--- config.mk ---
export PLATFORM = sky130hd
export DESIGN_NAME = fm_bram_reader_flat
export DESIGN_NICKNAME = d
export VERILOG_FILES = /design/src/rtl/cnn_pkg.sv /design/src/rtl/fm_bram_reader_if.sv /design/src/rtl/fm_row_serializer.sv /design/src/rtl/fm_bram_reader.sv /design/src/flat_wrapper.sv
export SDC_FILE = /design/constraint.sdc
export NUM_CORES = 1
export LEC_CHECK = 0
export BUFFER_PORTS_ARGS = -buffer_cell sky130_fd_sc_hd__buf_2
export CORE_AREA = 2 2 445 447
export CTS_BUF_LIST = sky130_fd_sc_hd__clkbuf_4 sky130_fd_sc_hd__clkbuf_8
export DETAILED_ROUTE_END_ITERATION = 10
export DIE_AREA = 0 0 447 449
export SETUP_SLACK_MARGIN = 0.5
export SLEW_MARGIN = 10
export SYNTH_ARGS = -nofsm -noshare
export SYNTH_HDL_FRONTEND = slang
export SYNTH_HIERARCHICAL = 1
export SYNTH_SLANG_ARGS = --single-unit
--- constraint.sdc ---
create_clock -name clk -period 6.6 [get_ports clk]
set_input_delay 1.32 -clock clk [delete_from_list [all_inputs] [get_ports clk]]
set_output_delay 1.32 -clock clk [all_outputs]
set_load 0.02 [all_outputs]
--- src/rtl/cnn_pkg.sv ---
// ---------------------------------------------------------------------------
// cnn_pkg
// Shared constants and types for the feature-map BRAM reader.
//   DATA_W     : width of one feature-map word
//   ROW_WORDS  : words per BRAM row (BRAM data width = ROW_WORDS*DATA_W)
//   USED_WORDS : valid words per row, taken from the row LSBs
//   NUM_ROWS   : rows per read pass, addresses 0..NUM_ROWS-1
//   ADDR_W     : BRAM port-B address width
//   RD_LAT     : BRAM read latency from enb to valid doutb
// ---------------------------------------------------------------------------
package cnn_pkg;

  localparam int DATA_W     = 16;
  localparam int ROW_WORDS  = 70;
  localparam int USED_WORDS = 10;
  localparam int NUM_ROWS   = 11;
  localparam int ADDR_W     = 5;
  localparam int RD_LAT     = 2;

  localparam int BRAM_W  = ROW_WORDS * DATA_W;
  localparam int USED_W  = USED_WORDS * DATA_W;
  localparam int WORD_CW = $clog2(USED_WORDS);
  localparam int ROW_CW  = $clog2(NUM_ROWS);
  localparam int LAT_CW  = $clog2(RD_LAT + 1);

  typedef enum logic [2:0] {
    FM_IDLE  = 3'd0,
    FM_FETCH = 3'd1,
    FM_WAIT  = 3'd2,
    FM_SEND  = 3'd3,
    FM_DONE  = 3'd4
  } fm_rd_state_t;

endpackage

--- src/rtl/fm_bram_reader_if.sv ---
// ---------------------------------------------------------------------------
// fm_bram_reader_if
// Bundles the BRAM port-B signals and the outgoing word stream.
//   master : reader side (drives enb/addrb and the word stream)
//   slave  : BRAM + downstream side (drives doutb and word_ready)
// ---------------------------------------------------------------------------
interface fm_bram_reader_if;
  import cnn_pkg::*;

  logic                fm_bram_enb;
  logic [ADDR_W-1:0]   fm_bram_addrb;
  logic [BRAM_W-1:0]   fm_bram_doutb;
  logic [DATA_W-1:0]   word_out;
  logic                word_valid;
  logic                word_ready;
  logic                word_last;

  modport master (
    output fm_bram_enb,
    output fm_bram_addrb,
    input  fm_bram_doutb,
    output word_out,
    output word_valid,
    input  word_ready,
    output word_last
  );

  modport slave (
    input  fm_bram_enb,
    input  fm_bram_addrb,
    output fm_bram_doutb,
    input  word_out,
    input  word_valid,
    output word_ready,
    input  word_last
  );

endinterface

--- src/rtl/fm_row_serializer.sv ---
// ---------------------------------------------------------------------------
// fm_row_serializer
// Holds one unpacked row and emits its words one per valid/ready beat.
//   clk, rst    : clock, async active-high reset
//   load_i      : capture row_i and start emitting from word 0
//   row_i       : lower USED_WORDS words of the BRAM row
//   last_row_i  : the loaded row is the final row of the pass
//   ready_i     : downstream accepts the current word
//   word_o      : current word
//   valid_o     : word_o is valid
//   last_o      : current word is the final word of the final row
//   row_done_o  : final word of the row is being accepted this cycle
// ---------------------------------------------------------------------------
module fm_row_serializer
  import cnn_pkg::*;
(
  input  logic              clk,
  input  logic              rst,
  input  logic              load_i,
  input  logic [USED_W-1:0] row_i,
  input  logic              last_row_i,
  input  logic              ready_i,
  output logic [DATA_W-1:0] word_o,
  output logic              valid_o,
  output logic              last_o,
  output logic              row_done_o
);

  localparam logic [WORD_CW-1:0] LAST_WORD = WORD_CW'(USED_WORDS - 1);
  localparam logic [WORD_CW-1:0] PENULT    = WORD_CW'(USED_WORDS - 2);

  logic [USED_W-1:0]  buf_q, buf_d;
  logic [WORD_CW-1:0] word_q, word_d;
  logic               valid_q, valid_d;
  logic               last_q, last_d;
  logic               beat_s;

  assign beat_s     = valid_q & ready_i;
  assign row_done_o = beat_s & (word_q == LAST_WORD);

  // The buffer shifts down one word per beat so the current word always sits
  // in the low bits and word_o comes straight from flops.
  // Next-state logic for buffer, word counter, valid and last flags.
  always_comb begin
    buf_d   = buf_q;
    word_d  = word_q;
    valid_d = valid_q;
    last_d  = last_q;
    if (load_i) begin
      buf_d   = row_i;
      word_d  = {WORD_CW{1'b0}};
      valid_d = 1'b1;
      last_d  = last_row_i & (LAST_WORD == {WORD_CW{1'b0}});
    end else if (beat_s) begin
      buf_d = buf_q >> DATA_W;
      if (word_q == LAST_WORD) begin
        // Row finished: hold the counter at its limit, drop valid.
        word_d  = word_q;
        valid_d = 1'b0;
        last_d  = 1'b0;
      end else begin
        word_d  = word_q + WORD_CW'(1);
        valid_d = 1'b1;
        last_d  = last_row_i & (word_q == PENULT);
      end
    end else begin
      buf_d   = buf_q;
      word_d  = word_q;
      valid_d = valid_q;
      last_d  = last_q;
    end
  end

  // Serializer state registers.
  always_ff @(posedge clk or posedge rst) begin
    if (rst) begin
      buf_q   <= {USED_W{1'b0}};
      word_q  <= {WORD_CW{1'b0}};
      valid_q <= 1'b0;
      last_q  <= 1'b0;
    end else begin
      buf_q   <= buf_d;
      word_q  <= word_d;
      valid_q <= valid_d;
      last_q  <= last_d;
    end
  end

  assign word_o  = buf_q[DATA_W-1:0];
  assign valid_o = valid_q;
  assign last_o  = last_q;

endmodule

--- src/rtl/fm_bram_reader.sv ---
// ---------------------------------------------------------------------------
// fm_bram_reader
// On a rising edge of rd_en, reads rows 0..NUM_ROWS-1 from the feature-map
// BRAM port B and streams the lower USED_WORDS words of each row downstream.
//   clk, rst  : clock, async active-high reset
//   rd_en     : level enable, a rising edge starts a pass (IDLE/DONE only)
//   rd_finish : sticky pass-complete flag, cleared by the next accepted start
//   bus       : master side of fm_bram_reader_if (BRAM port B + word stream)
// ---------------------------------------------------------------------------
module fm_bram_reader
  import cnn_pkg::*;
(
  input  logic                  clk,
  input  logic                  rst,
  input  logic                  rd_en,
  output logic                  rd_finish,
  fm_bram_reader_if.master      bus
);

  localparam logic [ROW_CW-1:0] LAST_ROW = ROW_CW'(NUM_ROWS - 1);

  fm_rd_state_t       state_q;
  logic               rd_en_q;
  logic [ROW_CW-1:0]  row_q;
  logic [LAT_CW-1:0]  lat_q;
  logic               enb_q;
  logic [ADDR_W-1:0]  addrb_q;
  logic               finish_q;

  logic start_s;
  logic load_s;
  logic last_row_s;
  logic row_done_s;
  logic unused_upper_s;

  assign start_s    = rd_en & ~rd_en_q;
  assign last_row_s = (row_q == LAST_ROW);
  // The latency counter is about to reach zero: doutb holds the fetched row.
  assign load_s     = (state_q == FM_WAIT) & (lat_q == LAT_CW'(1));

  // Words above USED_WORDS are never streamed.
  assign unused_upper_s = ^bus.fm_bram_doutb[BRAM_W-1:USED_W];

  // Read-pass FSM: edge detection, row sequencing and BRAM port-B control.
  always_ff @(posedge clk or posedge rst) begin
    if (rst) begin
      state_q  <= FM_IDLE;
      rd_en_q  <= 1'b0;
      row_q    <= {ROW_CW{1'b0}};
      lat_q    <= {LAT_CW{1'b0}};
      enb_q    <= 1'b0;
      addrb_q  <= {ADDR_W{1'b0}};
      finish_q <= 1'b0;
    end else begin
      rd_en_q <= rd_en;
      enb_q   <= 1'b0;
      case (state_q)
        FM_IDLE, FM_DONE: begin
          if (start_s) begin
            state_q  <= FM_FETCH;
            finish_q <= 1'b0;
            row_q    <= {ROW_CW{1'b0}};
            enb_q    <= 1'b1;
            addrb_q  <= {ADDR_W{1'b0}};
          end
        end
        FM_FETCH: begin
          state_q <= FM_WAIT;
          lat_q   <= LAT_CW'(RD_LAT);
        end
        FM_WAIT: begin
          lat_q <= lat_q - LAT_CW'(1);
          if (load_s) begin
            state_q <= FM_SEND;
          end
        end
        FM_SEND: begin
          if (row_done_s) begin
            if (last_row_s) begin
              state_q  <= FM_DONE;
              finish_q <= 1'b1;
            end else begin
              // No prefetch: the next row is requested only after this one drains.
              state_q <= FM_FETCH;
              row_q   <= row_q + ROW_CW'(1);
              enb_q   <= 1'b1;
              addrb_q <= ADDR_W'(row_q + ROW_CW'(1));
            end
          end
        end
        default: begin
          state_q <= FM_IDLE;
        end
      endcase
    end
  end

  fm_row_serializer u_ser (
    .clk        (clk),
    .rst        (rst),
    .load_i     (load_s),
    .row_i      (bus.fm_bram_doutb[USED_W-1:0]),
    .last_row_i (last_row_s),
    .ready_i    (bus.word_ready),
    .word_o     (bus.word_out),
    .valid_o    (bus.word_valid),
    .last_o     (bus.word_last),
    .row_done_o (row_done_s)
  );

  assign bus.fm_bram_enb   = enb_q;
  assign bus.fm_bram_addrb = addrb_q;
  assign rd_finish         = finish_q;

endmodule

--- src/flat_wrapper.sv ---
// flat-port wrapper written by rule: the top's interface ports become plain ports
module fm_bram_reader_flat import cnn_pkg::*;
  (clk, rst, rd_en, rd_finish, bus_fm_bram_enb, bus_fm_bram_addrb, bus_fm_bram_doutb, bus_word_out, bus_word_valid, bus_word_ready, bus_word_last);
  fm_bram_reader_if bus_i ();
  input  logic clk;
  input  logic rst;
  input  logic rd_en;
  output logic rd_finish;
  output wire logic [$bits(bus_i.fm_bram_enb)-1:0] bus_fm_bram_enb;
  output wire logic [$bits(bus_i.fm_bram_addrb)-1:0] bus_fm_bram_addrb;
  input wire logic [$bits(bus_i.fm_bram_doutb)-1:0] bus_fm_bram_doutb;
  output wire logic [$bits(bus_i.word_out)-1:0] bus_word_out;
  output wire logic [$bits(bus_i.word_valid)-1:0] bus_word_valid;
  input wire logic [$bits(bus_i.word_ready)-1:0] bus_word_ready;
  output wire logic [$bits(bus_i.word_last)-1:0] bus_word_last;
  assign bus_fm_bram_enb = bus_i.fm_bram_enb;
  assign bus_fm_bram_addrb = bus_i.fm_bram_addrb;
  assign bus_i.fm_bram_doutb = bus_fm_bram_doutb;
  assign bus_word_out = bus_i.word_out;
  assign bus_word_valid = bus_i.word_valid;
  assign bus_i.word_ready = bus_word_ready;
  assign bus_word_last = bus_i.word_last;
  fm_bram_reader u_core (.clk(clk), .rst(rst), .rd_en(rd_en), .rd_finish(rd_finish), .bus(bus_i));
endmodule
==> results.yml <==
routing:
  dr.pass1.iters: 4
  wl_per_cell_um: 11.0
  num_vias: 6489
  drt-initial-drc-count: 404
  drc: 0
  dr_wl_met3_um: 1830
  drt-total-wl_um: 40100
  topRoutingLayerUsed: "met5"
  routed-wl-met2_um: 21300
  ant_nets: 0
  met1Wirelength_um: 12100
  routed_via_density: 1.77
sta:
  post-route-min-period_ps: 2900
  setup_viol: 0
  fmax_ghz: 0.345
  skew_ps: 32.1
  slew_headroom_pct: 23.2
  setup_tns_ps: 0
  slew_violations: 0
  rsz0062_at_grt: "no"
  finalHoldViolCount: 0
  whs_ps: 511
  period_share_pct: 43.9
  max_slew.worst_pin.slew_ps: 1150
placement:
  hpwlAfterDp_um: 32200
  numPortBuffers: 188
  gp_congestion: 0.790
worst_setup_path:
  cp-end-kind: "flop"
  r2r_slack_ps: 3700
  rr_startpoint: "u_core/state_q[2]"
  crit_chain: "or2b_1 -> nor3b_2 -> buf_12 -> o21ai_0"
  slowest_stage: "nor3b_2"
  crit_fanout: 239
  path_class: "reg -> reg"
  cpPeakStageDelay_ps: 890
  worstPathArrival_ps: 3270
  worstPathRequired_ps: 6970
  crit_path_start_kind: "flop"
  cp-startpoint: "u_core/state_q[2]"
synth:
  async_reset_ff_share_pct: 100
  synth_edf_count: 0
  yosysWarningCount: 6
  synthesis.nets: 1940
  yosysMostFrequentCell: "nand2_1"
  synth_common_cells: "180 x nand2_1, 179 x dfrtp_1, 168 x o21ai_0"
  synth.avg_cell_area_um2: 10.3
  synth_top_flop_cell: "dfrtp_1"
  yosys.area.top_type_share_pct: 53.7
  synth-seq-cells: 179
  netlist_area_um2: 8340
  synthCells: 810
  synth_top_area_cell: "dfrtp_1"
  synth_seq_area_share_pct: 53.7
  synth.area.top_cells: "dfrtp_1 54%, mux2i_1 18%, o21ai_0 10%, nand2_1 8.1%, buf_4 2.1%"
  yosysUniqueCellTypes: 37
cts:
  postCtsSetupRepairBufs: 0
  clock-sinks: 179
  cts_root_buf: "clkbuf_8"
  cts_buffer_depth: 2
  cts_inserted_buffers: 17
  ctsHoldBuffers: 0
  cts_resized: 0
  clk_pin_slew_worst_paths_ps: 120
  insertion_delay_ps: 540
  htreeDepth: 4
  cts_tree: "done"
global_routing:
  first_global_vias: 6310
  grt.overflow.total: 0
  track_usage_pct: 3.94
  grt_pass1_wl_um: 52300
  antenna_found_initial: 44
  grt_max_degree: 240
run_status:
  status: "complete, no violations"
floorplanning:
  die_area_um2: 201000
  start_util_pct: 4.25
  rows: 163
  die_w_um: 447
  ios: 1149
  core-area_um2: 196000
  dieHeight_um: 449
flow_run:
  drv_cap: 0
power:
  p_leak_nw: 5.08
  vdd.ir_drop.worst_mv: 0.138
  seqPwrFrac_pct: 47.4
  p_int_mw: 2.23
  p_clk_share_pct: 23.1
  p_sw_share_pct: 41.1
  total_switching_power_mw: 1.55
  p_comb_share_pct: 29.5
  p_per_area_nw_per_um2: 296
worst_hold_path:
  hold_class: "reg -> reg"
  hold_start: "u_core/rd_finish"
cells_and_area:
  drive_above_1_share_pct: 24.2
  layout.nets: 2081
  syn2layout_area_growth_pct: 53.4
-- area by class of cell --
cell class / instances / area [um2]
Multi-Input combinational cell: 550 / 3400
Sequential cell: 179 / 4480
Clock buffer: 18 / 241
Timing Repair Buffer: 193 / 1000
Antenna cell: 57 / 143
Tap cell: 2640 / 3300
Clock inverter: 14 / 183
Inverter: 10 / 45.0
Fill cell: 23200 / 183000
-- kinds of logic after synthesis --
family	Yosys count	synth area share, %
AO/OA/AOI/OAI	186	11.6
adder cells (fa/ha/maj)	6	0.900
buffers and inverters	81	5.69
flip-flops	179	53.7
multiplexers	147	17.7
AND/OR/NAND/NOR	211	10.4
-- placed cells by master, fill, tap and decap left out, types with 2 or more instances in the layout --
cell / count
nand2_1: 179
diode_2: 57
dfrtp_1: 179
mux2i_1: 146
inv_6: 3
nor3_1: 2
nand3_1: 4
nand3b_1: 2
inv_1: 9
buf_2: 188
buf_4: 3
and4b_1: 2
o21ai_0: 168
clkinv_8: 3
nand2b_1: 3
nor2_1: 8
a21oi_1: 5
buf_12: 2
o211ai_1: 3
ha_1: 6
nand4_1: 2
inv_8: 5
a21o_1: 2
clkbuf_8: 17
-- critical path: cells and delay by family (launching register included) --
kind	cells	cell delay, ps
AO/OA/AOI/OAI	1	250
flip-flops	1	480
buffers and inverters	1	490
AND/OR/NAND/NOR	2	1170
-- metrics by stage --
step	utilization, %	worst slack [ps]	cells	instance area, um2	total power, mW
2_1_floorplan	-	790	810	8340	2.49
3_3_place_gp	6.23	3280	3572	12200	2.91
3_5_place_dp	6.23	3260	3572	12200	2.96
4_1_cts	6.45	3600	3604	12700	3.88
5_1_grt	6.52	3420	3659	12800	4.02
6_report	6.52	3700	3661	12800	3.78
-- routing by layer --
metal / vias up / track usage, %
li1: 3108 / -
met1: 3141 / 3.25
met5: - / 0
met2: 160 / 6.90
met4: 8 / 5.01
met3: 72 / 0.979
-- final timing paths --
| check | endpoint | cells past startpoint |
|---|---|---|
| max in group asynchronous | u_core/u_ser/buf_q[81] | 3 |
| min | u_core/rd_finish | 1 |
| min in group asynchronous | u_core/row_q[1] | 2 |
| min reg2reg | u_core/rd_finish | 1 |
| max | u_core/u_ser/buf_q[24] | 4 |
| max reg2reg | u_core/u_ser/buf_q[24] | 4 |
-- flip-flops by register name, summed over array words and instances, names as in the netlist --
name / cells
u_core/rd_en_q: 1
u_core/lat_q: 2
u_core/rd_finish: 1
u_core/u_ser/buf_q: 160
u_core/bus.fm_bram_enb: 1
u_core/state_q: 3
u_core/u_ser/word_q: 4
u_core/bus.fm_bram_addrb: 2
u_core/row_q: 3
u_core/u_ser/last_o: 1
u_core/u_ser/valid_o: 1
-- power by group through the flow --
stage,Clock [mW],Sequential (mW),Combinational [mW]
3_3_place_gp,0,1.82,1.09
3_5_place_dp,0,1.84,1.12
6_report,0.874,1.79,1.11
5_1_grt,0.959,1.84,1.22
2_1_floorplan,0,1.63,0.864
4_1_cts,0.940,1.81,1.12
Power figures use the tool's default switching activity.
